==> config.mk <==
export PLATFORM = sky130hd
export DESIGN_NAME = rename_dispatch_q_flat
export DESIGN_NICKNAME = d
export VERILOG_FILES = /design/src/rtl/rename_pkg.sv /design/src/rtl/rename_dispatch_q_if.sv /design/src/rtl/dq_operand_slot.sv /design/src/rtl/rename_dispatch_q.sv /design/src/flat_wrapper.sv
export SDC_FILE = /design/constraint.sdc
export NUM_CORES = 1
export LEC_CHECK = 0
export CAP_MARGIN = 20
export CORE_AREA = 2 2 229 231
export CTS_CLUSTER_SIZE = 30
export DETAILED_ROUTE_END_ITERATION = 6
export DIE_AREA = 0 0 231 233
export GPL_ROUTABILITY_DRIVEN = 0
export MAX_ROUTING_LAYER = met4
export PLACE_DENSITY_LB_ADDON = 0.1
export REMOVE_ABC_BUFFERS = 1
export SYNTH_ARGS = -nofsm -noshare
export SYNTH_HDL_FRONTEND = slang
export SYNTH_SLANG_ARGS = --single-unit
==> constraint.sdc <==
create_clock -name clk -period 7.6 [get_ports clk]
set_input_delay 1.9 -clock clk [delete_from_list [all_inputs] [get_ports clk]]
set_output_delay 1.9 -clock clk [all_outputs]
set_load 0.02 [all_outputs]
==> src/rtl/rename_pkg.sv <==
// Shared types and helpers for the rename/dispatch queue: entry layout,
// operand formation and CDB tag matching.
package rename_pkg;

    localparam int XLEN    = 32;
    localparam int ROBID_W = 8;
    localparam int RSOP_W  = 5;
    localparam int RD_W    = 6;

    typedef enum logic [1:0] {
        CLS_EXE,
        CLS_LSQ,
        CLS_CSR
    } dq_class_e;

    typedef struct packed {
        logic            ready;
        logic [XLEN-1:0] value;
    } dq_opnd_t;

    typedef struct packed {
        dq_opnd_t op1;
        dq_opnd_t op2;
    } dq_opnd_pair_t;

    typedef struct packed {
        logic [RSOP_W-1:0]  op;
        logic [ROBID_W-1:0] robid;
        logic [RD_W-1:0]    rd;
        logic               store;
        dq_class_e          cls;
        logic [XLEN-1:0]    imm;
    } dq_meta_t;

    typedef struct packed {
        dq_meta_t meta;
        dq_opnd_t op1;
        dq_opnd_t op2;
    } dq_entry_t;

    // A waiting operand picks up a matching broadcast; ready operands are left alone.
    function automatic dq_opnd_t cdb_forward(dq_opnd_t o, logic cdb_valid,
                                             logic [ROBID_W-1:0] cdb_tag,
                                             logic [XLEN-1:0] cdb_value);
        dq_opnd_t r;
        r = o;
        if (!o.ready && cdb_valid && (o.value[ROBID_W-1:0] == cdb_tag)) begin
            r.ready = 1'b1;
            r.value = cdb_value;
        end
        return r;
    endfunction

    function automatic dq_opnd_pair_t form_operands(
        logic uses_rs1, logic uses_pc, logic uses_rs2, logic uses_imm,
        logic [XLEN-3:0] addr, logic [XLEN-1:0] imm,
        logic rs1_valid, logic [XLEN-1:0] rs1_tagval,
        logic rs2_valid, logic [XLEN-1:0] rs2_tagval);
        dq_opnd_pair_t r;
        r.op1 = '{ready: 1'b1, value: '0};
        r.op2 = '{ready: 1'b1, value: '0};
        case ({uses_rs1, uses_pc})
            2'b00: r.op1 = '{ready: 1'b1, value: imm};
            2'b01: begin
                r.op1 = '{ready: 1'b1, value: {addr, 2'b00}};
                r.op2 = '{ready: 1'b1, value: imm};
            end
            2'b10: begin
                r.op1 = '{ready: rs1_valid, value: rs1_tagval};
                if (uses_rs2)
                    r.op2 = '{ready: rs2_valid, value: rs2_tagval};
                else if (uses_imm)
                    r.op2 = '{ready: 1'b1, value: imm};
            end
            default: ;
        endcase
        return r;
    endfunction

    function automatic dq_class_e classify(logic uses_memory, logic csr_access);
        if (uses_memory)
            return CLS_LSQ;
        else if (csr_access)
            return CLS_CSR;
        return CLS_EXE;
    endfunction

    function automatic logic class_stalled(dq_class_e c, logic exe_stall,
                                           logic lsq_stall, logic csr_stall);
        case (c)
            CLS_LSQ: return lsq_stall;
            CLS_CSR: return csr_stall;
            default: return exe_stall;
        endcase
    endfunction

endpackage

==> src/rtl/rename_dispatch_q_if.sv <==
// Decode / RAT / CDB / reservation-station bundle seen by the rename queue.
interface rename_dispatch_q_if #(
    parameter int DEPTH = 4
);
    import rename_pkg::*;

    localparam int CNT_W = $clog2(DEPTH + 1);

    logic                decode_rename_valid;
    logic [XLEN-3:0]     decode_addr;
    logic [RSOP_W-1:0]   decode_rsop;
    logic [ROBID_W-1:0]  decode_robid;
    logic [RD_W-1:0]     decode_rd;
    logic                decode_uses_rs1, decode_uses_rs2, decode_uses_imm;
    logic                decode_uses_memory, decode_uses_pc, decode_store, decode_csr_access;
    logic [4:0]          decode_rs1, decode_rs2;
    logic [XLEN-1:0]     decode_imm;
    logic                rename_stall;
    logic                rename_rat_valid;
    logic [RD_W-1:0]     rename_rat_rd;
    logic [ROBID_W-1:0]  rename_rat_robid;
    logic [4:0]          rename_rat_rs1, rename_rat_rs2;
    logic                rat_rs1_valid, rat_rs2_valid;
    logic [XLEN-1:0]     rat_rs1_tagval, rat_rs2_tagval;
    logic                cdb_valid;
    logic [ROBID_W-1:0]  cdb_tag;
    logic [XLEN-1:0]     cdb_value;
    logic                rename_exers_write, rename_lsq_write, rename_csr_write;
    logic [RSOP_W-1:0]   rename_op;
    logic [ROBID_W-1:0]  rename_robid;
    logic [RD_W-1:0]     rename_rd;
    logic [XLEN-1:0]     rename_imm;
    logic                rename_store;
    logic                rename_op1ready, rename_op2ready;
    logic [XLEN-1:0]     rename_op1, rename_op2;
    logic                exers_stall, lsq_stall, csr_stall;
    logic                rob_flush;
    logic [CNT_W-1:0]    dq_count;

    modport slave (
        input  decode_rename_valid, decode_addr, decode_rsop, decode_robid, decode_rd,
               decode_uses_rs1, decode_uses_rs2, decode_uses_imm, decode_uses_memory,
               decode_uses_pc, decode_store, decode_csr_access, decode_rs1, decode_rs2,
               decode_imm, rat_rs1_valid, rat_rs2_valid, rat_rs1_tagval, rat_rs2_tagval,
               cdb_valid, cdb_tag, cdb_value, exers_stall, lsq_stall, csr_stall, rob_flush,
        output rename_stall, rename_rat_valid, rename_rat_rd, rename_rat_robid,
               rename_rat_rs1, rename_rat_rs2, rename_exers_write, rename_lsq_write,
               rename_csr_write, rename_op, rename_robid, rename_rd, rename_imm, rename_store,
               rename_op1ready, rename_op1, rename_op2ready, rename_op2, dq_count
    );

    modport master (
        output decode_rename_valid, decode_addr, decode_rsop, decode_robid, decode_rd,
               decode_uses_rs1, decode_uses_rs2, decode_uses_imm, decode_uses_memory,
               decode_uses_pc, decode_store, decode_csr_access, decode_rs1, decode_rs2,
               decode_imm, rat_rs1_valid, rat_rs2_valid, rat_rs1_tagval, rat_rs2_tagval,
               cdb_valid, cdb_tag, cdb_value, exers_stall, lsq_stall, csr_stall, rob_flush,
        input  rename_stall, rename_rat_valid, rename_rat_rd, rename_rat_robid,
               rename_rat_rs1, rename_rat_rs2, rename_exers_write, rename_lsq_write,
               rename_csr_write, rename_op, rename_robid, rename_rd, rename_imm, rename_store,
               rename_op1ready, rename_op1, rename_op2ready, rename_op2, dq_count
    );

endinterface

==> src/rtl/dq_operand_slot.sv <==
// One buffered operand: ready/value register that loads at enqueue and
// wakes up on a matching CDB broadcast.
module dq_operand_slot
    import rename_pkg::*;
(
    input  logic               clk,
    input  logic               rst,
    input  logic               load_i,
    input  dq_opnd_t           load_opnd_i,
    input  logic               cdb_valid_i,
    input  logic [ROBID_W-1:0] cdb_tag_i,
    input  logic [XLEN-1:0]    cdb_value_i,
    output dq_opnd_t           opnd_o
);

    dq_opnd_t opnd_q, opnd_d;

    // Loading also snoops, so a broadcast in the accept cycle is not missed.
    always_comb begin
        if (load_i)
            opnd_d = cdb_forward(load_opnd_i, cdb_valid_i, cdb_tag_i, cdb_value_i);
        else
            opnd_d = cdb_forward(opnd_q, cdb_valid_i, cdb_tag_i, cdb_value_i);
    end

    always_ff @(posedge clk) begin
        if (rst)
            opnd_q <= '0;
        else
            opnd_q <= opnd_d;
    end

    assign opnd_o = opnd_q;

endmodule

==> src/rtl/rename_dispatch_q.sv <==
// Rename stage with a DEPTH-entry in-order dispatch queue and CDB wakeup.
// Optional same-cycle dispatch into an empty queue: define DISPATCH_BYPASS_EN.
module rename_dispatch_q
    import rename_pkg::*;
#(
    parameter int DEPTH = 4
) (
    input  logic clk,
    input  logic rst,
    rename_dispatch_q_if.slave bus
);

    localparam int PTR_W = $clog2(DEPTH);
    localparam int CNT_W = $clog2(DEPTH + 1);

    logic [PTR_W-1:0] rd_ptr_q, rd_ptr_d, wr_ptr_q, wr_ptr_d;
    logic [CNT_W-1:0] count_q, count_d;
    dq_meta_t         meta_q [DEPTH];
    dq_opnd_t         op1_slot [DEPTH];
    dq_opnd_t         op2_slot [DEPTH];
    dq_opnd_pair_t    formed;
    dq_meta_t         in_meta;
    dq_entry_t        head, disp_entry;
    logic             full, accept, enq, dispatch, pop;

    // Stall depends on occupancy only, never on the channel stalls.
    assign full   = (count_q == CNT_W'(DEPTH));
    assign accept = bus.decode_rename_valid && !full && !bus.rob_flush && !rst;

    assign formed = form_operands(bus.decode_uses_rs1, bus.decode_uses_pc,
                                  bus.decode_uses_rs2, bus.decode_uses_imm,
                                  bus.decode_addr, bus.decode_imm,
                                  bus.rat_rs1_valid, bus.rat_rs1_tagval,
                                  bus.rat_rs2_valid, bus.rat_rs2_tagval);

    always_comb begin
        in_meta.op    = bus.decode_rsop;
        in_meta.robid = bus.decode_robid;
        in_meta.rd    = bus.decode_rd;
        in_meta.store = bus.decode_store;
        in_meta.cls   = classify(bus.decode_uses_memory, bus.decode_csr_access);
        in_meta.imm   = bus.decode_imm;
    end

    always_comb begin
        head.meta = meta_q[rd_ptr_q];
        head.op1  = cdb_forward(op1_slot[rd_ptr_q], bus.cdb_valid, bus.cdb_tag, bus.cdb_value);
        head.op2  = cdb_forward(op2_slot[rd_ptr_q], bus.cdb_valid, bus.cdb_tag, bus.cdb_value);
    end

    always_comb begin
        disp_entry = head;
        dispatch   = (count_q != '0) && !bus.rob_flush && !rst &&
                     !class_stalled(head.meta.cls, bus.exers_stall, bus.lsq_stall, bus.csr_stall);
        enq        = accept;
`ifdef DISPATCH_BYPASS_EN
        if ((count_q == '0) && accept &&
            !class_stalled(in_meta.cls, bus.exers_stall, bus.lsq_stall, bus.csr_stall)) begin
            disp_entry = '{meta: in_meta,
                           op1: cdb_forward(formed.op1, bus.cdb_valid, bus.cdb_tag, bus.cdb_value),
                           op2: cdb_forward(formed.op2, bus.cdb_valid, bus.cdb_tag, bus.cdb_value)};
            dispatch   = 1'b1;
            enq        = 1'b0;
        end
`endif
    end

    assign pop = dispatch && (count_q != '0);

    always_comb begin
        if (bus.rob_flush) begin
            count_d  = '0;
            rd_ptr_d = '0;
            wr_ptr_d = '0;
        end else begin
            count_d  = count_q + CNT_W'(enq) - CNT_W'(pop);
            rd_ptr_d = rd_ptr_q + PTR_W'(pop);
            wr_ptr_d = wr_ptr_q + PTR_W'(enq);
        end
    end

    always_ff @(posedge clk) begin
        if (rst) begin
            count_q  <= '0;
            rd_ptr_q <= '0;
            wr_ptr_q <= '0;
        end else begin
            count_q  <= count_d;
            rd_ptr_q <= rd_ptr_d;
            wr_ptr_q <= wr_ptr_d;
        end
    end

    // Payload storage needs no reset: validity is carried by count and pointers.
    always_ff @(posedge clk) begin
        if (enq)
            meta_q[wr_ptr_q] <= in_meta;
    end

    generate
        for (genvar gi = 0; gi < DEPTH; gi++) begin : g_slot
            logic load;
            assign load = enq && (wr_ptr_q == PTR_W'(gi));

            dq_operand_slot u_op1 (
                .clk         (clk),
                .rst         (rst),
                .load_i      (load),
                .load_opnd_i (formed.op1),
                .cdb_valid_i (bus.cdb_valid),
                .cdb_tag_i   (bus.cdb_tag),
                .cdb_value_i (bus.cdb_value),
                .opnd_o      (op1_slot[gi])
            );

            dq_operand_slot u_op2 (
                .clk         (clk),
                .rst         (rst),
                .load_i      (load),
                .load_opnd_i (formed.op2),
                .cdb_valid_i (bus.cdb_valid),
                .cdb_tag_i   (bus.cdb_tag),
                .cdb_value_i (bus.cdb_value),
                .opnd_o      (op2_slot[gi])
            );
        end
    endgenerate

    assign bus.rename_stall       = full;
    assign bus.rename_rat_valid   = accept;
    assign bus.rename_rat_rd      = bus.decode_rd;
    assign bus.rename_rat_robid   = bus.decode_robid;
    assign bus.rename_rat_rs1     = bus.decode_rs1;
    assign bus.rename_rat_rs2     = bus.decode_rs2;

    assign bus.rename_exers_write = dispatch && (disp_entry.meta.cls == CLS_EXE);
    assign bus.rename_lsq_write   = dispatch && (disp_entry.meta.cls == CLS_LSQ);
    assign bus.rename_csr_write   = dispatch && (disp_entry.meta.cls == CLS_CSR);

    assign bus.rename_op          = disp_entry.meta.op;
    assign bus.rename_robid       = disp_entry.meta.robid;
    assign bus.rename_rd          = disp_entry.meta.rd;
    assign bus.rename_imm         = disp_entry.meta.imm;
    assign bus.rename_store       = disp_entry.meta.store;
    assign bus.rename_op1ready    = disp_entry.op1.ready;
    assign bus.rename_op1         = disp_entry.op1.value;
    assign bus.rename_op2ready    = disp_entry.op2.ready;
    assign bus.rename_op2         = disp_entry.op2.value;
    assign bus.dq_count           = count_q;

endmodule

==> src/flat_wrapper.sv <==
// flat-port wrapper written by rule: the top's interface ports become plain ports
module rename_dispatch_q_flat import rename_pkg::*;
#(
    parameter int DEPTH = 4
)
  (clk, rst, bus_decode_rename_valid, bus_decode_addr, bus_decode_rsop, bus_decode_robid, bus_decode_rd, bus_decode_uses_rs1, bus_decode_uses_rs2, bus_decode_uses_imm, bus_decode_uses_memory, bus_decode_uses_pc, bus_decode_store, bus_decode_csr_access, bus_decode_rs1, bus_decode_rs2, bus_decode_imm, bus_rat_rs1_valid, bus_rat_rs2_valid, bus_rat_rs1_tagval, bus_rat_rs2_tagval, bus_cdb_valid, bus_cdb_tag, bus_cdb_value, bus_exers_stall, bus_lsq_stall, bus_csr_stall, bus_rob_flush, bus_rename_stall, bus_rename_rat_valid, bus_rename_rat_rd, bus_rename_rat_robid, bus_rename_rat_rs1, bus_rename_rat_rs2, bus_rename_exers_write, bus_rename_lsq_write, bus_rename_csr_write, bus_rename_op, bus_rename_robid, bus_rename_rd, bus_rename_imm, bus_rename_store, bus_rename_op1ready, bus_rename_op1, bus_rename_op2ready, bus_rename_op2, bus_dq_count);
  rename_dispatch_q_if #(.DEPTH(DEPTH)) bus_i ();
  input  logic clk;
  input  logic rst;
  input wire logic [$bits(bus_i.decode_rename_valid)-1:0] bus_decode_rename_valid;
  input wire logic [$bits(bus_i.decode_addr)-1:0] bus_decode_addr;
  input wire logic [$bits(bus_i.decode_rsop)-1:0] bus_decode_rsop;
  input wire logic [$bits(bus_i.decode_robid)-1:0] bus_decode_robid;
  input wire logic [$bits(bus_i.decode_rd)-1:0] bus_decode_rd;
  input wire logic [$bits(bus_i.decode_uses_rs1)-1:0] bus_decode_uses_rs1;
  input wire logic [$bits(bus_i.decode_uses_rs2)-1:0] bus_decode_uses_rs2;
  input wire logic [$bits(bus_i.decode_uses_imm)-1:0] bus_decode_uses_imm;
  input wire logic [$bits(bus_i.decode_uses_memory)-1:0] bus_decode_uses_memory;
  input wire logic [$bits(bus_i.decode_uses_pc)-1:0] bus_decode_uses_pc;
  input wire logic [$bits(bus_i.decode_store)-1:0] bus_decode_store;
  input wire logic [$bits(bus_i.decode_csr_access)-1:0] bus_decode_csr_access;
  input wire logic [$bits(bus_i.decode_rs1)-1:0] bus_decode_rs1;
  input wire logic [$bits(bus_i.decode_rs2)-1:0] bus_decode_rs2;
  input wire logic [$bits(bus_i.decode_imm)-1:0] bus_decode_imm;
  input wire logic [$bits(bus_i.rat_rs1_valid)-1:0] bus_rat_rs1_valid;
  input wire logic [$bits(bus_i.rat_rs2_valid)-1:0] bus_rat_rs2_valid;
  input wire logic [$bits(bus_i.rat_rs1_tagval)-1:0] bus_rat_rs1_tagval;
  input wire logic [$bits(bus_i.rat_rs2_tagval)-1:0] bus_rat_rs2_tagval;
  input wire logic [$bits(bus_i.cdb_valid)-1:0] bus_cdb_valid;
  input wire logic [$bits(bus_i.cdb_tag)-1:0] bus_cdb_tag;
  input wire logic [$bits(bus_i.cdb_value)-1:0] bus_cdb_value;
  input wire logic [$bits(bus_i.exers_stall)-1:0] bus_exers_stall;
  input wire logic [$bits(bus_i.lsq_stall)-1:0] bus_lsq_stall;
  input wire logic [$bits(bus_i.csr_stall)-1:0] bus_csr_stall;
  input wire logic [$bits(bus_i.rob_flush)-1:0] bus_rob_flush;
  output wire logic [$bits(bus_i.rename_stall)-1:0] bus_rename_stall;
  output wire logic [$bits(bus_i.rename_rat_valid)-1:0] bus_rename_rat_valid;
  output wire logic [$bits(bus_i.rename_rat_rd)-1:0] bus_rename_rat_rd;
  output wire logic [$bits(bus_i.rename_rat_robid)-1:0] bus_rename_rat_robid;
  output wire logic [$bits(bus_i.rename_rat_rs1)-1:0] bus_rename_rat_rs1;
  output wire logic [$bits(bus_i.rename_rat_rs2)-1:0] bus_rename_rat_rs2;
  output wire logic [$bits(bus_i.rename_exers_write)-1:0] bus_rename_exers_write;
  output wire logic [$bits(bus_i.rename_lsq_write)-1:0] bus_rename_lsq_write;
  output wire logic [$bits(bus_i.rename_csr_write)-1:0] bus_rename_csr_write;
  output wire logic [$bits(bus_i.rename_op)-1:0] bus_rename_op;
  output wire logic [$bits(bus_i.rename_robid)-1:0] bus_rename_robid;
  output wire logic [$bits(bus_i.rename_rd)-1:0] bus_rename_rd;
  output wire logic [$bits(bus_i.rename_imm)-1:0] bus_rename_imm;
  output wire logic [$bits(bus_i.rename_store)-1:0] bus_rename_store;
  output wire logic [$bits(bus_i.rename_op1ready)-1:0] bus_rename_op1ready;
  output wire logic [$bits(bus_i.rename_op1)-1:0] bus_rename_op1;
  output wire logic [$bits(bus_i.rename_op2ready)-1:0] bus_rename_op2ready;
  output wire logic [$bits(bus_i.rename_op2)-1:0] bus_rename_op2;
  output wire logic [$bits(bus_i.dq_count)-1:0] bus_dq_count;
  assign bus_i.decode_rename_valid = bus_decode_rename_valid;
  assign bus_i.decode_addr = bus_decode_addr;
  assign bus_i.decode_rsop = bus_decode_rsop;
  assign bus_i.decode_robid = bus_decode_robid;
  assign bus_i.decode_rd = bus_decode_rd;
  assign bus_i.decode_uses_rs1 = bus_decode_uses_rs1;
  assign bus_i.decode_uses_rs2 = bus_decode_uses_rs2;
  assign bus_i.decode_uses_imm = bus_decode_uses_imm;
  assign bus_i.decode_uses_memory = bus_decode_uses_memory;
  assign bus_i.decode_uses_pc = bus_decode_uses_pc;
  assign bus_i.decode_store = bus_decode_store;
  assign bus_i.decode_csr_access = bus_decode_csr_access;
  assign bus_i.decode_rs1 = bus_decode_rs1;
  assign bus_i.decode_rs2 = bus_decode_rs2;
  assign bus_i.decode_imm = bus_decode_imm;
  assign bus_i.rat_rs1_valid = bus_rat_rs1_valid;
  assign bus_i.rat_rs2_valid = bus_rat_rs2_valid;
  assign bus_i.rat_rs1_tagval = bus_rat_rs1_tagval;
  assign bus_i.rat_rs2_tagval = bus_rat_rs2_tagval;
  assign bus_i.cdb_valid = bus_cdb_valid;
  assign bus_i.cdb_tag = bus_cdb_tag;
  assign bus_i.cdb_value = bus_cdb_value;
  assign bus_i.exers_stall = bus_exers_stall;
  assign bus_i.lsq_stall = bus_lsq_stall;
  assign bus_i.csr_stall = bus_csr_stall;
  assign bus_i.rob_flush = bus_rob_flush;
  assign bus_rename_stall = bus_i.rename_stall;
  assign bus_rename_rat_valid = bus_i.rename_rat_valid;
  assign bus_rename_rat_rd = bus_i.rename_rat_rd;
  assign bus_rename_rat_robid = bus_i.rename_rat_robid;
  assign bus_rename_rat_rs1 = bus_i.rename_rat_rs1;
  assign bus_rename_rat_rs2 = bus_i.rename_rat_rs2;
  assign bus_rename_exers_write = bus_i.rename_exers_write;
  assign bus_rename_lsq_write = bus_i.rename_lsq_write;
  assign bus_rename_csr_write = bus_i.rename_csr_write;
  assign bus_rename_op = bus_i.rename_op;
  assign bus_rename_robid = bus_i.rename_robid;
  assign bus_rename_rd = bus_i.rename_rd;
  assign bus_rename_imm = bus_i.rename_imm;
  assign bus_rename_store = bus_i.rename_store;
  assign bus_rename_op1ready = bus_i.rename_op1ready;
  assign bus_rename_op1 = bus_i.rename_op1;
  assign bus_rename_op2ready = bus_i.rename_op2ready;
  assign bus_rename_op2 = bus_i.rename_op2;
  assign bus_dq_count = bus_i.dq_count;
  rename_dispatch_q #(.DEPTH(DEPTH)) u_core (.clk(clk), .rst(rst), .bus(bus_i));
endmodule
; ---- Word-level counts from Yosys, hierarchy flattened
; Memory sizes are Yosys's and may differ from the RTL's. A register that Yosys moved wholly into a read port is not among the register bits.
; Index checks and enable logic that the tools add are counted.
[word_totals]
inputBits = 212
ramBits = 216
wordCells = 152
out_inout_bits = 150
memories = 1
register_bits = 271
[classes]
mux = 39
n_reduce_logical = 67
eq_ne = 20
bitwise_logic = 1
n_addsub = 4
n_lt_le_gt_ge = 1
[memory_table]
columns = name, words, word_bits, read_ports, rd_ports_with_merged_regs, wr, line_no
row1 = u_core.meta_q, 4, 54, 1, 1, 1, rename_dispatch_q.sv:18  ; dq_meta_t meta_q [DEPTH];
[ops]
columns = operator, n
row1 = 33-bit two-way mux, 25
row2 = 33-bit binary-select mux with 2-bit select, 2
row3 = 33-bit one-hot mux with 3 select lines, 1
row4 = 8-bit == test, 12
row5 = 33-bit one-hot mux with 2 select lines, 1
row6 = 1-bit logical AND, 38
row7 = 32-bit two-way mux, 1
row8 = 1-bit zero test, 16
row9 = 2-bit nonzero test, 8
row10 = 2-bit == test (second input constant), 4
row11 = 2-bit two-way mux, 4
row12 = 2-bit by 1-bit == test with 1-bit output (second input constant), 3
row13 = 2-bit zero test, 3
row14 = 2-bit by 1-bit adder with 2-bit output, 2
row15 = 1-bit two-way mux, 4
row16 = 3-bit by 1-bit adder with 3-bit output, 1
row17 = 3-bit == test (second input constant), 1
row18 = 3-bit >= comparator (second input constant), 1
row19 = 2-bit NOT with 3-bit output, 1
row20 = 3-bit nonzero test, 1
row21 = 3-bit by 1-bit subtractor with 3-bit output, 1
row22 = 1-bit one-hot mux with 2 select lines, 1
row23 = 2-bit OR reduction, 1

; ---- Logic depth before layout (Yosys ltp)
; Gate-level depths: netlist of the first run.
[depth]
depth_word = 8
mapped_depth = 16
depth_no_buf = 12

; ---- Cells and area by module
; A second synthesis of the first run with hierarchy kept.
[unflattened]
hier_cells = 2570
hier_area_um2 = 27112.3
[modules_own_cells]
columns = module, seq_area_each_um2, cells_each, area_each_um2, n_inst
row1 = dq_operand_slot, 660.6, 229, 1815.5, 8
row2 = rename_dispatch_q, 6626.4, 738, 12588.3, 1

; ---- Worst setup path before layout of the first run
; No wires, ideal clock.
[synth_path]
path_kind = input port to output port
start = in bus_cdb_tag[7]
end = out bus_rename_op1[10]
arrival_time_ns = 4.054
t_required_ns = 5.700
n_path_buf = 3
cell_stages = 8
path_slack_ns = 1.646
cell_sequence = clkbuf_1 -> buf_1 -> xor2_1 -> nor4_1 -> nand4_1 -> nor4_2 -> buf_2 -> mux2_2
[synth_between]
elab_chain_cells = 3
[synth_lines]
columns = element, line_no
row1 = start: declaration, flat_wrapper.sv:30  ; input wire logic [$bits(bus_i.cdb_tag)-1:0] bus_cdb_tag;
row2 = 8-bit == test, rename_pkg.sv:47  ; if (!o.ready && cdb_valid && (o.value[ROBID_W-1:0] == cdb_tag)) begin
row3 = 1-bit logical AND, rename_pkg.sv:47
row4 = 33-bit two-way mux, rename_pkg.sv:47
row5 = end: declaration, flat_wrapper.sv:51  ; output wire logic [$bits(bus_i.rename_op1)-1:0] bus_rename_op1;
; Every way passes these cells.

; ---- Worst setup path after layout of the first run
[layout_path]
start = in bus_cdb_tag[7]
end = out bus_rename_op1[18]
; Same word-level chain as after synthesis.

==> metrics.md, run 1 <==
| Metric | Value |
|---|---|
| Pin slew with the least headroom to its limit | 1060 ps |
| Largest net degree at the start of global routing | 176 |
| First-pass GRT wire length | 119000 µm |
| Post-CTS Setup Repair Bufs | 0 |
| Num rows | 83 |
| Netlist cell types | 54 |
| Sequential cell area fraction in the yosys report | 0.469 |
| Drt first pass iters | 6 |
| Startpoint types | input port |
| Chip width | 231 µm |
| CP max FO | 19 |
| Register clock-pin slew on the reported worst setup and hold paths | 60 ps |
| CTS Buf Count | 52 |
| Clock Sink Count | 487 |
| Clk_skew | 15.5 ps |
| Skew-Pair Late Insertion Delay | 600 ps |
| Dpl ws | 959 ps |
| CTS tree | built |
| Final non-filler cell total | 3034 |
| Crit path max-delay family | buffers and inverters |
| Core area | 51100 µm² |
| Die ar. | 53800 µm² |
| IR Drop Worst-Case VDD | 160 µV |
| Layout net count | 2533 |
| Critical Path Max Stage Delay | 540 ps |
| WP data required | 5700 ps |
| Post-synth ARST share | 0 |
| Crit end category | output port |
| Via/cell ratio | 6.39 |
| WP data arrival | 4750 ps |
| Layout cell share with drive strength beyond 1 | 0.149 |
| Post-synthesis area per instance | 11.9 µm² |
| Crit Path Category | input port to output port |
| Worst-path cell chain | clkdlybuf4s50_1 > xor2_1 > nor4_1 > nand4_1 > nor4_4 > buf_4 > mux2_2 > clkdlybuf4s50_1 |
| Vias in the first global route | 19400 |
| Die H | 233 µm |
| Most used DFF post-synth | dfxtp_1 |
| Syn Inst Count | 2137 |
| Post-DRT Antenna Nets | 0 |
| Synth-to-Final Area Change | 20.9% |
| Synth area leaders | edfxtp_1, dfxtp_1, a211oi_1 |
| GRT Overall Usage | 0.297 |
| CTS H-tree lvls | 2 |
| Status | finished, final reports clean |
| DR WL/cell | 26.0 µm |
| Max Clock Freq | 150 MHz |
| Power per Cell Area | 195 nW/µm² |
| Tmin final | 6650 ps |
| Post-cts resize count | 0 |
| N_diodes | 0 |
| Final worst-path cycle share | 0.876 |
| YS warnings | 0 |
| Post-route worst setup slack | 945 ps |
| MaxCap Viol Count | 0 |
| I/O pin total | 362 |
| Leak | 0.0102 µW |
| Antenna violations before repair | 2 |
| Slew margin rel. | 0.295 |
| RSZ-0062 raised after global routing | false |
| Grt total ovfl | 0 |
| CP bufs+invs | 3 |
| Share of the synthesized area in the top cell type | 0.256 |
| Root Driver | clkbuf_16 |
| Post-synth EDFFs | 216 |
| Crit-path most repeated cell | clkdlybuf4s50_1 |
| Dpl cells | 2937 |
| Final setup violation count | 0 |
| # hold bufs at CTS | 0 |
| CTS Buffer Depth | 3 |
| Initial DRC count | 1969 |
| # DRC | 0 |
| Slowest CP cell | clkdlybuf4s50_1 |
| Via count | 19400 |
| Hold Path Class | flip-flop to flip-flop |
| # port buffers | 341 |
| Fin util | 0.601 |
| Synthesized flop and latch total | 487 |
| Dpl cell area | 29000 µm² |
| Routed WL | 79000 µm |
| Hold Vio Cnt, Final | 0 |
| Final hold slack | 591 ps |
| Cell area after layout | 30700 µm² |
| Syn Std Cell Area | 25400 µm² |
| Post-synth top area cell | edfxtp_1 |
| DP HPWL | 48600 µm |
| Initial core utilization | 0.497 |
| Max-slew violations | 0 |
flip-flops by register name, indices dropped and copies added (netlist names):
name and flops:
u_core.meta_q 216, u_core.g_slot.u_op1.opnd_o 132, u_core.g_slot.u_op2.opnd_o 132, u_core.bus.dq_count 3, u_core.rd_ptr_q 2, u_core.wr_ptr_q 2
report_power, final:
part	internal [µW]	total (µW)	switching (µW)
Sequential	2760	2780	16.6
Clock	1480	2550	1070
Combinational	287	639	352
Total	4530	5970	1440
kinds of logic after synthesis:
kind of cell	count (synthesis)	share of synthesized area
flip-flops	487	0.469
AO/OA/AOI/OAI	599	0.175
XOR/XNOR	96	0.0331
adder cells (fa/ha/maj)	10	0.00523
AND/OR/NAND/NOR	340	0.0802
buffers and inverters	292	0.0513
multiplexers	313	0.186
final timing paths:
check	startpoint	to	slack, ps	cells after the start
min	u_core.g_slot[1].u_op2.opnd_o[4]	u_core.g_slot[1].u_op2.opnd_o[4]	590	2
max reg2reg	u_core.rd_ptr_q[0]	u_core.bus.dq_count[2]	3720	12
min reg2reg	u_core.g_slot[1].u_op2.opnd_o[4]	u_core.g_slot[1].u_op2.opnd_o[4]	590	2
max	bus_cdb_tag[7]	bus_rename_op1[18]	950	8
worst min-delay path, stage by stage (launching register included):
cell and delay, ps:
dfxtp_1 330, mux2i_1 120, o22ai_1 90
final cells by class:
class                   count  area, µm²
clock buffers              74       1470
clock inverters            23        233
fillers                  4141      20400
inverters                  20       80.1
multi-input cells        1358      12300
flip-flops and latches    487      11900
well taps                 680        851
repair buffers            392       3860
synthesized netlist by cell type (8+ instances only):
library cell	n
a21oi_1	62
nor2_1	37
and2_1	8
a22oi_1	35
nand2_1	12
a21o_1	57
edfxtp_1	216
clkbuf_1	179
xnor2_1	49
buf_1	18
a211oi_1	388
nand4_1	11
nor3_1	16
buf_2	42
ha_1	9
xor2_1	47
buf_4	28
dfxtp_1	271
mux2_2	70
nor4_1	18
nor2b_1	217
inv_1	19
mux2i_1	123
a222oi_1	30
mux4_2	120
metal layers:
metal  part of all wire  GRT usage
met1               0.43      0.390
met2               0.47      0.468
met3              0.063     0.0451
met4              0.036      0.109
met5                  0          -
placed cells by master, fill, tap and decap left out, types with 5 or more instances in the layout:
cell / Yosys / routed
a211oi_1: 388 / 388
clkdlybuf4s50_1: 0 / 340
dfxtp_1: 271 / 269
nor2b_1: 217 / 217
edfxtp_1: 216 / 216
mux2i_1: 123 / 123
mux4_2: 120 / 120
mux2_2: 70 / 70
a21oi_1: 62 / 62
a21o_1: 57 / 57
clkbuf_16: 0 / 53
xnor2_1: 49 / 49
xor2_1: 47 / 47
buf_4: 28 / 46
nor2_1: 37 / 36
a22oi_1: 35 / 35
a222oi_1: 30 / 30
inv_1: 19 / 18
nor3_1: 16 / 15
clkbuf_1: 179 / 14
nand2_1: 12 / 11
nand4_1: 11 / 11
nor4_1: 18 / 11
and2_1: 8 / 7
a32o_1: 7 / 7
nor4_2: 1 / 7
clkbuf_8: 0 / 7
o22ai_1: 6 / 6
ha_1: 9 / 5
clkinv_1: 0 / 5
buf_12: 0 / 5
metrics by stage:
step | setup TNS, ps | power, µW
2_1_floorplan | -1085190 | 3110
3_3_place_gp | 0 | 3460
3_5_place_dp | 0 | 3470
4_1_cts | 0 | 6000
5_1_grt | 0 | 6150
6_report | 0 | 5970
No activity file was read; power rests on OpenSTA's default activity.
==> inputs of run 2 (changes only) <==
--- a/config.mk
+++ b/config.mk
@@ -5,6 +5,7 @@
 export SDC_FILE = /design/constraint.sdc
 export NUM_CORES = 1
 export LEC_CHECK = 0
+export ABC_CLOCK_PERIOD_IN_PS = 7600
 export CAP_MARGIN = 20
 export CORE_AREA = 2 2 229 231
 export CTS_CLUSTER_SIZE = 30
@@ -12,7 +13,7 @@
 export DIE_AREA = 0 0 231 233
 export GPL_ROUTABILITY_DRIVEN = 0
 export MAX_ROUTING_LAYER = met4
-export PLACE_DENSITY_LB_ADDON = 0.1
+export PLACE_DENSITY = 0.73
 export REMOVE_ABC_BUFFERS = 1
 export SYNTH_ARGS = -nofsm -noshare
 export SYNTH_HDL_FRONTEND = slang
==> run 2 against run 1 <==
  * Count of clock-buffer cells in the layout fell by 1
  * Global-route usage fell by 0.89 points
  * Largest power group unchanged
  * Highest routed layer unchanged
  * Non-clock buffer count is 3 lower
  * Clock skew shrank 0.69 ps
==> metrics.md, run 2 (synthesis gave the netlist of run 1 again) <==
| Metric | Value |
|---|---|
| CTS Buf Count | 50 |
| Largest Register | u_core.meta_q |
| Post-DRT Antenna Nets | 0 |
| Root Driver | clkbuf_16 |
| DP HPWL | 48200 µm |
| FF+latch area | 11900 µm² |
| Commonest non-fill, non-tap cells in the layout | a211oi_1, clkdlybuf4s50_1, dfxtp_1 |
| Worst-path cell chain | clkdlybuf4s50_1 > xnor2_1 > nand3_1 > nor3_4 > buf_4 > mux2_2 > clkdlybuf4s50_1 |
| Final worst-path cycle share | 0.870 |
| Dpl cells | 2934 |
| CP startpoint | bus_cdb_tag[3] |
| Final hold slack | 603 ps |
| Num rows | 83 |
| Max reg flops | 216 |
| Max-slew violations | 0 |
| Dpl cell area | 28900 µm² |
| Die ar. | 53800 µm² |
| Antenna violations before repair | 3 |
| Cell area after layout | 30800 µm² |
| Vias in the first global route | 19300 |
| DR WL/cell | 25.4 µm |
| Initial DRC count | 2009 |
| Power per Cell Area | 198 nW/µm² |
| Max Clock Freq | 151 MHz |
| Chip width | 231 µm |
| Via/cell ratio | 6.42 |
| RSZ-0062 raised after global routing | false |
| CTS Buffer Depth | 3 |
| Via count | 19500 |
| Hold path start | u_core.wr_ptr_q[1] |
| Largest net degree at the start of global routing | 154 |
| Setup TNS | 0 ps |
| Leak | 0.0102 µW |
| Register clock-pin slew on the reported worst setup and hold paths | 60 ps |
| Reg-to-Reg Start | u_core.rd_ptr_q[0] |
| Final non-filler cell total | 3032 |
| IR Drop Worst-Case VDD | 153 µV |
| CTS tree | built |
| Crit-path most repeated cell | clkdlybuf4s50_1 |
| Crit path max-delay family | buffers and inverters |
| Layout cell share with drive strength beyond 1 | 0.151 |
| Slew margin rel. | 0.287 |
| R2r setup slk | 3820 ps |
| Crit Path Category | input port to output port |
| CTS H-tree lvls | 2 |
| Pin slew with the least headroom to its limit | 1070 ps |
| Startpoint types | input port |
| Status | finished, final reports clean |
| Post-CTS Setup Repair Bufs | 0 |
| Slowest CP cell | clkdlybuf4s50_1 |
| Grt total ovfl | 0 |
| WP data required | 5700 ps |
| Commonest non-fill, non-tap cell in the layout | a211oi_1 |
| Routed WL | 77000 µm |
| # hold bufs at CTS | 0 |
| Crit end category | output port |
| MaxCap Viol Count | 0 |
| Fin util | 0.603 |
| WP data arrival | 4710 ps |
| Hold Vio Cnt, Final | 0 |
| Tmin final | 6610 ps |
| I/O pin total | 362 |
| Core area | 51100 µm² |
| # DRC | 0 |
| Skew-Pair Late Insertion Delay | 600 ps |
| Hold Path Class | flip-flop to flip-flop |
| Fillers | 3996 |
| Final setup violation count | 0 |
| # port buffers | 341 |
| Critical Path Max Stage Delay | 940 ps |
| Die H | 233 µm |
| Area occupied by multi-input gates | 12300 µm² |
| Layout net count | 2528 |
| Clock Sink Count | 487 |
| Initial core utilization | 0.497 |
| Post-cts resize count | 0 |
| CP bufs+invs | 3 |
| Drt first pass iters | 6 |
| CP max FO | 20 |
| GRT Overall Usage | 0.288 |
| Clk_skew | 14.8 ps |
| Synth-to-Final Area Change | 21.3% |
| First-pass GRT wire length | 116000 µm |
==> run 2: per-layer routing <==
layer	share of wire	global-route usage
met1	0.42	0.378
met2	0.48	0.465
met3	0.074	0.0431
met4	0.025	0.0815
met5	0	-
==> run 2: worst paths after layout <==
kind,endpoint,depth (start not counted)
setup reg to reg,u_core.bus.dq_count[2],12
hold / removal,u_core.wr_ptr_q[1],2
setup / recovery,bus_rename_op2[16],7
hold reg to reg,u_core.wr_ptr_q[1],2
==> run 2: cell type report <==
type	instances	area share
repair buffers	389	0.124
multi-input cells	1358	0.399
clock inverters	21	0.00841
well taps	680	0.0276
diodes	4	0.000325
flip-flops and latches	487	0.387
clock buffers	73	0.0511
inverters	20	0.00260
==> run 2: tightest hold or removal path, delay by kind of cell, from the launching register on <==
family           cells  cell delay [ps]
flip-flops           1              360
XOR/XNOR             1              160
AND/OR/NAND/NOR      1               40
==> run 2: stage by stage <==
| stage | total power (µW) | setup slack [ps] |
|---|---|---|
| detailed placement | 3460 | 1040 |
| finish | 6100 | 988 |
| global route | 6270 | 918 |
| CTS | 6120 | 1030 |
| floorplan | 3110 | -5930 |
| global placement | 3450 | 979 |
==> run 2: where the power goes <==
part | switching (µW) | internal (µW) | leakage [µW] | total [µW]
clock | 1040 | 1640 | 0.000901 | 2680
combinational | 350 | 286 | 0.00519 | 636
sequential | 16.7 | 2760 | 0.00414 | 2780
==> inputs of run 3 (changes only) <==
--- a/config.mk
+++ b/config.mk
@@ -14,7 +14,6 @@
 export GPL_ROUTABILITY_DRIVEN = 0
 export MAX_ROUTING_LAYER = met4
 export PLACE_DENSITY = 0.73
-export REMOVE_ABC_BUFFERS = 1
 export SYNTH_ARGS = -nofsm -noshare
 export SYNTH_HDL_FRONTEND = slang
 export SYNTH_SLANG_ARGS = --single-unit
==> run 3 against run 2 <==
  * Wire length is 8.0% higher
  * Total power fell by 2.1%
  * Highest routed layer unchanged
  * Register-to-register slack got worse by 400 ps
  * Largest power group unchanged
  * Global-route usage grew 2.2 points
==> metrics.md, run 3 (synthesis gave the netlist of run 1 again) <==
| Metric | Value |
|---|---|
| Pin slew with the least headroom to its limit | 1230 ps |
| Post-cts resize count | 0 |
| Crit end category | output port |
| Initial core utilization | 0.497 |
| Skew-Pair Late Insertion Delay | 600 ps |
| Num rows | 83 |
| Final setup violation count | 0 |
| Final hold slack | 607 ps |
| Hold Path Class | flip-flop to flip-flop |
| Die H | 233 µm |
| Commonest non-fill, non-tap cells in the layout | a211oi_1, clkdlybuf4s50_1, dfxtp_1 |
| Power per Cell Area | 194 nW/µm² |
| Commonest non-fill, non-tap cell in the layout | a211oi_1 |
| Synth-to-Final Area Change | 21.1% |
| Max-slew violations | 0 |
| Area occupied by multi-input gates | 12300 µm² |
| Slew margin rel. | 0.179 |
| Initial DRC count | 2246 |
| WP data arrival | 4780 ps |
| Die ar. | 53800 µm² |
| CTS Buffer Depth | 3 |
| FF+latch area | 11900 µm² |
| Vias in the first global route | 19300 |
| Fin util | 0.602 |
| I/O pin total | 362 |
| GRT Overall Usage | 0.309 |
| Largest net degree at the start of global routing | 126 |
| Leak | 0.0102 µW |
| # hold bufs at CTS | 0 |
| Root Driver | clkbuf_16 |
| DP HPWL | 53500 µm |
| Post-DRT Antenna Nets | 0 |
| Fillers | 4025 |
| Max reg flops | 216 |
| Synthesized net count | 2359 |
| First-pass GRT wire length | 123000 µm |
| Grt total ovfl | 0 |
| Clk_skew | 18.8 ps |
| MaxCap Viol Count | 0 |
| Drt first pass iters | 7 |
| Status | finished, final reports clean |
| Final worst-path cycle share | 0.879 |
| CTS H-tree lvls | 2 |
| # DRC | 0 |
| Antenna violations before repair | 2 |
| RSZ-0062 raised after global routing | false |
| WP data required | 5700 ps |
| CTS tree | built |
| Chip width | 231 µm |
| Layout net count | 2537 |
| Startpoint types | input port |
| Largest Register | u_core.meta_q |
| IR Drop Worst-Case VDD | 171 µV |
| Core area | 51100 µm² |
| Max Clock Freq | 150 MHz |
| Register clock-pin slew on the reported worst setup and hold paths | 60 ps |
| # port buffers | 341 |
| Layout cell share with drive strength beyond 1 | 0.148 |
| DR WL/cell | 27.4 µm |
| Hold Vio Cnt, Final | 0 |
| Crit Path Category | input port to output port |
| Clock Sink Count | 487 |
| Post-CTS Setup Repair Bufs | 0 |
| Setup TNS | 0 ps |
| Via count | 19900 |
| Tmin final | 6680 ps |
| CP max FO | 24 |
| Via/cell ratio | 6.56 |
| Routed WL | 83100 µm |
| CTS Buf Count | 51 |
==> run 3: cell count changes in the layout (fill, tap and decap cells not counted), moves of 3 or more <==
cell       before  now
clkbuf_1        5   14
buf_4          44   49
clkinv_2        7    2
bufinv_16       6    2
clkbuf_16      55   52
ha_1            5    8
ha_2            4    1
==> run 3: area by class of cell <==
class | count | area share
tap | 680 | 0.0277
sequential | 487 | 0.388
clock inverter | 13 | 0.00423
antenna | 2 | 0.000163
multi-input combinational | 1358 | 0.399
timing repair buffer | 397 | 0.128
clock buffer | 82 | 0.0512
inverter | 20 | 0.00252
==> run 3: metal layers <==
metal  share of wire  track usage  vias up
met2            0.45        0.459     1119
met3           0.097       0.0648      163
met4           0.027       0.0895        0
li1                -            -     8605
met5               0            -        -
met1            0.43        0.429    10000
==> run 3: report_power, final <==
part	internal (µW)	switching (µW)
clock	1480	1040
combinational	287	376
sequential	2760	17.7
total	4530	1440
==> run 3: metrics by stage <==
stage	setup WS (ps)	area (µm²)	total power [µW]	std cells
after detailed placement	968	29000	3480	2939
after floorplan	1650	25400	3170	2137
after global placement	1010	29000	3470	2938
after global routing	827	30700	6130	3039
final	919	30700	5970	3039
after CTS	956	30700	5980	3034
==> run 3: final timing paths <==
| kind | from | end | slack (ps) | cells after the start |
|---|---|---|---|---|
| setup / recovery | bus_cdb_tag[2] | bus_rename_op2[31] | 920 | 7 |
| hold / removal | u_core.g_slot[1].u_op2.opnd_o[5] | u_core.g_slot[1].u_op2.opnd_o[5] | 610 | 2 |
| setup reg to reg | u_core.rd_ptr_q[0] | u_core.bus.dq_count[2] | 3420 | 12 |
| hold reg to reg | u_core.g_slot[1].u_op2.opnd_o[5] | u_core.g_slot[1].u_op2.opnd_o[5] | 610 | 2 |
==> run 3: critical path, cell delays in order <==
cell             delay (ps)
clkdlybuf4s50_1         720
xnor2_1                 350
nand4_1                 170
nor3_4                  170
buf_4                   480
mux2_2                  400
clkdlybuf4s50_1         560
==> patch, RTL diff (config.mk and constraints of run 2) <==
Change the package constant `XLEN` from 32 to 40.
--- a/src/rtl/rename_pkg.sv
+++ b/src/rtl/rename_pkg.sv
@@ -4,3 +4,3 @@
 
-    localparam int XLEN    = 32;
+    localparam int XLEN    = 40;
     localparam int ROBID_W = 8;
Interface: changed (8 resized); port bits go from 362 to 426. No check against the original RTL was run, so the function may have changed too.
==> patch against run 2 <==
The flow now finishes with violations (design-rule violations). Non-clock buffer count grew 66. Sequential cell count rose by 96. Clock power rose by 11%. First-iteration DRC count rose by 27%. Design area is 18% higher. Maximum frequency is 2.5% lower. Die area did not move. Worst setup slack got worse by 170 ps. Synthesized area increased by 20%. Wire length increased by 23%. Sequential share of layout area rose by 0.16 points. Utilization up 11 points. Clock skew is 3.5 ps higher. Power increased by 16%. Critical endpoint is now bus_rename_op2[10]. Largest power group unchanged.
==> patch: results (changes against run 2) <==
[global_routing]
grt_max_degree = 165  ; +7.1%
grtUsageTotal_pct = 35.6  ; +6.8 points
antenna_found_initial = 3  ; unchanged
grt_pass1_vias = 23900  ; +24%
grt_pass1_wl_um = 144000  ; +24%

[clocking]
cts-htree-levels = 2  ; unchanged
cts_resized = 0  ; unchanged
clk_pin_slew_ps = 60  ; about the same
root_buffer = clkbuf_16
post_cts_buffers = 0  ; unchanged
clock_latency_ps = 630  ; +30 ps
cts_max_path_buffers = 3  ; unchanged
numCtsBuffers = 60  ; +20%

[logic_synthesis]
synth_common_cells = a211oi_1, dfxtp_1, nor2b_1
synth_edf_count = 248  ; +15%
yosysUniqueCellTypes = 60  ; +11%
yosys-top-cells-area = edfxtp_1, dfxtp_1, a211oi_1
seq_area_frac_synth_pct = 46.6  ; -0.29 points
synth-warning-count = 0  ; unchanged
synthFlopType = dfxtp_1
synthCells = 2601  ; +22%
async_flop_share_pct = 0  ; unchanged

[critical_path]
cp_max_fo = 21  ; +5.0%
crit_arrival_ps = 4880  ; +170 ps

[detailed_routing]
wl_um = 94400  ; +23%
avgViaCountPerCell = 6.92  ; +7.8%
routedWlPerCell_um = 26.8  ; +5.7%
drtPass1Iterations = 7  ; +1
drc = 3  ; +3
drt_first_iter_violations = 2551  ; +27%

[final_layout]
largest_register_ffs = 248  ; +15%
top_register = u_core.meta_q
drive_above_1_share_pct = 14.0  ; -1.2 points
final_nets = 3048  ; +21%

[timing]
clock_skew_ps = 18.3  ; +3.50 ps
slew_headroom_pct = 22.5  ; -6.2 points

[placed_design]
dp.cells = 3404  ; +16%
io_buffers = 405  ; +19%
dpl.hpwl_um = 56100  ; +16%
dp_slack_ps = 865  ; -176 ps

[pwr]
p_leak_nw = 12.2  ; +19%
ir_drop_mv = 0.203  ; +33%
netSwitchingFraction_pct = 24.1  ; +1.0 points

[status]
violations = design-rule violations
outcome = finished, violations left

[worst_hold_path]
hold_class = flip-flop to flip-flop

patch: through the flow:
stage / utilization, % / setup TNS, ps / area, um^2
floorplan: - / -3353550 / 28900
global route: 71.3 / 0 / 36400
detailed placement: 67.4 / 0 / 34400
finish: 71.3 / 0 / 36400
CTS: 71.3 / 0 / 36400
global placement: 67.4 / 0 / 34400
patch: final cells by class:
cell class | count | area (um^2)
sequential | 583 | 14200
tap | 680 | 851
fill | 3626 | 14700
antenna | 3 | 7.51
clock buffer | 81 | 1740
multi-input combinational | 1671 | 14800
clock inverter | 31 | 254
inverter | 15 | 56.3
timing repair buffer | 455 | 4560
patch: kinds of logic after synthesis:
logic type | share of synthesized area, %
buffers and inverters | 5.00
adder cells (fa/ha/maj) | 0.437
XOR/XNOR | 2.60
multiplexers | 16.3
AO/OA/AOI/OAI | 19.0
flip-flops | 46.6
AND/OR/NAND/NOR | 10.0
patch: worst max-delay path, cell delays in order:
cell and delay (ps):
clkdlybuf4s50_1 520, inv_1 110, xnor2_1 140, nor4_1 360
nand4_1 200, nor4b_4 260, buf_4 400, mux2_2 390
clkdlybuf4s50_1 550
patch: final timing paths:
kind | end | start | cells past startpoint | slack [ps]
min reg2reg | u_core.bus.dq_count[2]$_SDFF_PP0_ | u_core.bus.dq_count[2]$_SDFF_PP0_ | 2 | 590
min | u_core.bus.dq_count[2]$_SDFF_PP0_ | u_core.bus.dq_count[2]$_SDFF_PP0_ | 2 | 590
max | bus_rename_op2[10] | bus_cdb_tag[7] | 9 | 820
max reg2reg | u_core.bus.dq_count[2]$_SDFF_PP0_ | u_core.rd_ptr_q[0]$_SDFF_PP0_ | 13 | 3240
patch: power by group through the flow:
stage	combinational (mW)	clock (mW)	sequential (mW)
after floorplan	0.335	0	3.39
after global placement	0.742	0	3.38
after detailed placement	0.756	0	3.39
after CTS	0.761	3.01	3.32
after global routing	0.812	3.12	3.32
final	0.771	2.98	3.32
patch: layer usage:
metal	routed length [um]	track usage [%]	share of wire, %	up-vias
li1	-	-	-	10600
met1	38700	48.0	41	12200
met2	44300	54.6	47	1333
met3	8100	5.59	8.6	229
met4	3380	13.3	3.6	0
met5	0	-	0	-
